### config.mk
export PLATFORM = sky130hd
export DESIGN_NAME = last_kpg_cell
export DESIGN_NICKNAME = d
export VERILOG_FILES = /design/src/rtl/last_kpg_pkg.sv /design/src/rtl/last_kpg_combine.sv /design/src/rtl/last_kpg_cell.sv
export SDC_FILE = /design/constraint.sdc
export NUM_CORES = 1
export LEC_CHECK = 0
export ABC_AREA = 1
export BUFFER_PORTS_ARGS = -buffer_cell sky130_fd_sc_hd__buf_2
export CORE_MARGIN = 2
export CORE_UTILIZATION = 25
export CTS_BUF_LIST = sky130_fd_sc_hd__clkbuf_4 sky130_fd_sc_hd__clkbuf_8
export DETAILED_ROUTE_END_ITERATION = 8
export PLACE_DENSITY_LB_ADDON = 0.25
export SYNTH_ARGS = -nofsm -noshare
export SYNTH_HDL_FRONTEND = slang
export SYNTH_SLANG_ARGS = --single-unit
### constraint.sdc
create_clock -name clk -period 0.8 [get_ports clk]
set_input_delay 0.04 -clock clk [delete_from_list [all_inputs] [get_ports clk]]
set_output_delay 0.04 -clock clk [all_outputs]
set_load 0.1 [all_outputs]
### src/rtl/last_kpg_pkg.sv
// Shared KPG types, status codes and the bit encoder for the recursive-doubling adder.
package last_kpg_pkg;

   typedef logic [1:0] kpg_t;

   localparam kpg_t KPG_KILL = 2'b00;
   localparam kpg_t KPG_PROP = 2'b10;
   localparam kpg_t KPG_GEN  = 2'b11;

   // {a|b, a&b} yields kill/propagate/generate; 2'b01 is unreachable.
   function automatic kpg_t kpg_encode(input logic a, input logic b);
      return {a | b, a & b};
   endfunction

endpackage

### src/rtl/last_kpg_combine.sv
// KPG combine operator x∘y: a propagating upper group passes the lower status through.
module last_kpg_combine
   import last_kpg_pkg::*;
(
   input  kpg_t i_hi,
   input  kpg_t i_lo,
   output kpg_t o_res
);

   assign o_res = (i_hi == KPG_PROP) ? i_lo : i_hi;

endmodule

### src/rtl/last_kpg_cell.sv
// Registered KPG encoder; with LAST_PREFIX_EN defined it also resolves carries
// through a log2(WIDTH)-stage recursive-doubling prefix network.
module last_kpg_cell
   import last_kpg_pkg::*;
#(
   parameter int WIDTH = 16
)(
   input  logic                 clk,
   input  logic                 rst,
   input  logic                 in_valid,
   input  logic [WIDTH-1:0]     a,
   input  logic [WIDTH-1:0]     b,
   output logic [2*WIDTH-1:0]   out,
   output logic                 out_valid
`ifdef LAST_PREFIX_EN
   ,
   output logic [WIDTH-1:0]     carry
`endif
);

   logic [2*WIDTH-1:0] w_enc;
   logic [2*WIDTH-1:0] r_out;
   logic               r_valid;

   always_comb begin
      w_enc = '0;
      for (int i = 0; i < WIDTH; i++)
         w_enc[2*i +: 2] = kpg_encode(a[i], b[i]);
   end

   // NOTE: sequential state uses non-blocking assignments so every register
   // samples pre-edge values regardless of block ordering.
   always_ff @(posedge clk) begin
      if (rst) begin
         r_out   <= '0;
         r_valid <= 1'b0;
      end else begin
         r_valid <= in_valid;
         if (in_valid)
            r_out <= w_enc;
      end
   end

   assign out       = r_out;
   assign out_valid = r_valid;

`ifdef LAST_PREFIX_EN
   localparam int STAGES = $clog2(WIDTH);

   logic [STAGES:0][WIDTH-1:0][1:0] w_lvl;
   logic [WIDTH-1:0]                w_carry;
   logic [WIDTH-1:0]                r_carry;

   assign w_lvl[0] = w_enc;

   // Positions below bit 0 behave as kill: the carry-in is zero.
   for (genvar s = 0; s < STAGES; s++) begin : g_stage
      for (genvar i = 0; i < WIDTH; i++) begin : g_bit
         if (i >= (1 << s)) begin : g_pair
            last_kpg_combine u_comb (
               .i_hi  (w_lvl[s][i]),
               .i_lo  (w_lvl[s][i - (1 << s)]),
               .o_res (w_lvl[s+1][i])
            );
         end else begin : g_edge
            last_kpg_combine u_comb (
               .i_hi  (w_lvl[s][i]),
               .i_lo  (KPG_KILL),
               .o_res (w_lvl[s+1][i])
            );
         end
      end
   end

   always_comb begin
      w_carry = '0;
      for (int i = 0; i < WIDTH; i++)
         w_carry[i] = (w_lvl[STAGES][i] == KPG_GEN);
   end

   always_ff @(posedge clk) begin
      if (rst)
         r_carry <= '0;
      else if (in_valid)
         r_carry <= w_carry;
   end

   assign carry = r_carry;
`endif

endmodule

==> flow_summary.yaml <==
critical_path:
  crit_type: "reg2out"
  worst_ep_required_time_ns: 0.76
  cp_cell_sequence: "buf_12"
  cpMaxStageDelayCell: "dfxtp_4"
  slowest_delay_ns: 0.37
  cp_max_fo: 2
  critPathTopFamily: "flip-flops"
  critPathLaunchType: "flip-flop"
  arrival_ns: 0.81
  end_kind: "output port"
  path_buf_inv: 1
floorplanning:
  dieHeight_um: 81.0
  coreArea_mm2: 0.00582
  dieArea_mm2: 0.00656
  initial_core_util_pct: 25.5
  ios: 68
  die_x_um: 81.0
  rows: 28
clock_network:
  cts_tree: "done"
  cts.clk_slew.worst_paths_ns: 0.06
  clock_path_buffers: 2
  cts_made_buffers: 5
  cts_max_level: 2
  cts-root-buf: "clkbuf_8"
  cts.sinks: 33
  clock_latency_ns: 0.27
synthesis:
  syn-num-nets: 269
  syn_area_mm2: 0.00148
  synth-seq-cells: 33
  ys_seq_area_share_pct: 44.6
  yosysWarningCount: 0
  synthCells: 234
  avgSynthCellArea_um2: 6.33
  synth_cell_type_count: 13
sta:
  report.final.slew_viol_count: 0
  period_minus_slack_ns: 0.854
  relSlewSlack_pct: 79.6
  setup_violations: 33
  layout_setup_ws_ns: -0.0543
  finalHoldViolCount: 0
  worst_pin_slew_ns: 0.305
  hold_slack_ns: 0.00782
  clock.fmax_ghz: 1.17
  rsz0062_at_grt: "true"
  skew_ns: 0
  fin_crit_sh_pct: 107
detailed_routing:
  viasPerCell: 3.90
  first_iter_violations: 27
  first_pass_iters: 4
  wl_mm: 3.71
  vias: 1575
  antenna_left: 0
  drc: 0
  routedWlPerCell_um: 9.19
global_route:
  grt_pass1_vias: 1462
  antenna_found_initial: 0
  grt_util_all_layers_pct: 12.4
  grt_pass1_wl_mm: 6.41
  grt_start_max_net_pins: 34
  grt.overflow.total: 0
place:
  hpwl_mm: 2.65
  gp_congestion: 0.702
  port_buffers: 67
power_and_ir_drop:
  vdd_drop_max_mv: 0.956
  power.density_mw_per_mm2: 1760
  power_leakage_nw: 1.47
  finalPower_w: 0.00505
layout:
  drive_above_1_share_pct: 44.1
  diodes: 0
  final_nets: 363
  syn_to_final_growth_pct: 94.2
  fillers: 593
outcome:
  outcome: "finished with violations"
  violations: "setup timing"
run:
  cap_violations: 0
hold_path:
  min_path_type: "in2reg"
## report_power, final
part           internal (W)  switching [W]
clock              0.000768       0.000553
combinational      0.000729        0.00114
sequential          0.00173       0.000125
## timing repair
item	CTS	global route
pin swaps	0	8
gates resized for setup	0	9
hold buffers	13	0
endpoints found under the hold margin	13	0
setup endpoints to repair	33	40
buffers inserted	11	2
## state kept, by name (all words and copies together), names as in the netlist
register,cells
out_valid,1
out,32
## cell usage in the layout, fill, tap and decap left out, types with 2 or more instances in the layout
cell type       n
buf_6           6
buf_2          34
clkbuf_4        2
o21ai_2         3
nor2_1         47
o21ai_0        13
nand2_2         3
buf_4           7
nand2_1        75
inv_1          34
buf_12         36
clkbuf_8        6
inv_2          15
dlygate4sd3_1  13
dfxtp_4        32
## worst paths after layout
| check | start | endpoint | slack (ns) | depth (start not counted) |
|---|---|---|---|---|
| worst max-delay path | out[20] | out[20] | -0.05 | 1 |
| worst min-delay path | a[1] | out[3] | 0.008 | 3 |
| worst max register to register | out[14] | out[14] | 0.05 | 5 |
| worst min register to register | out[30] | out[30] | 0.53 | 2 |
## cells by family after synthesis
logic type,synth area share [%]
and+or+nand+nor,32.0
buffers and inverters,16.9
DFF,44.6
AOI/OAI and AO/OA,6.50
## layer usage
layer | up-vias | routed length, um | global-route usage, %
li1 | 859 | - | -
met1 | 669 | 1530 | 14.3
met2 | 40 | 1880 | 21.2
met3 | 7 | 256 | 4.56
met4 | 0 | 47 | 4.07
met5 | - | 0 | 0
## cell type report
type	count	area (um^2)	area share [%]
repair buffers	96	1140	39.7
flip-flops and latches	33	782	27.2
multi-input cells	143	578	20.1
inverters	49	184	6.39
clock buffers	8	97.6	3.39
well taps	75	93.8	3.26
## metrics by stage
step                cell area, um^2  setup TNS (ns)  std cells  util [%]  worst slack [ns]
floorplan                      1600        -0.00838        234         -          -0.00838
global placement               2520               0        370      43.4            0.0711
CTS                            2830           -1.93        402      48.7           -0.0727
detailed placement             2520               0        370      43.4            0.0478
finish                         2880           -1.44        404      49.5           -0.0543
global route                   2880           -2.54        404      49.5           -0.0900
## cells in the mapped netlist
cell / number / area [um^2]
nand2_1: 78 / 293
inv_1: 48 / 180
nor2_1: 47 / 176
dfxtp_1: 33 / 661
o21ai_0: 13 / 65.1
buf_2: 4 / 20.0
buf_6: 3 / 33.8
o21ai_2: 3 / 26.3
buf_4: 1 / 7.51
clkbuf_2: 1 / 5.00
inv_2: 1 / 3.75
nand3_1: 1 / 5.00
o21ai_1: 1 / 5.00
(Power assumes the default switching activity.)
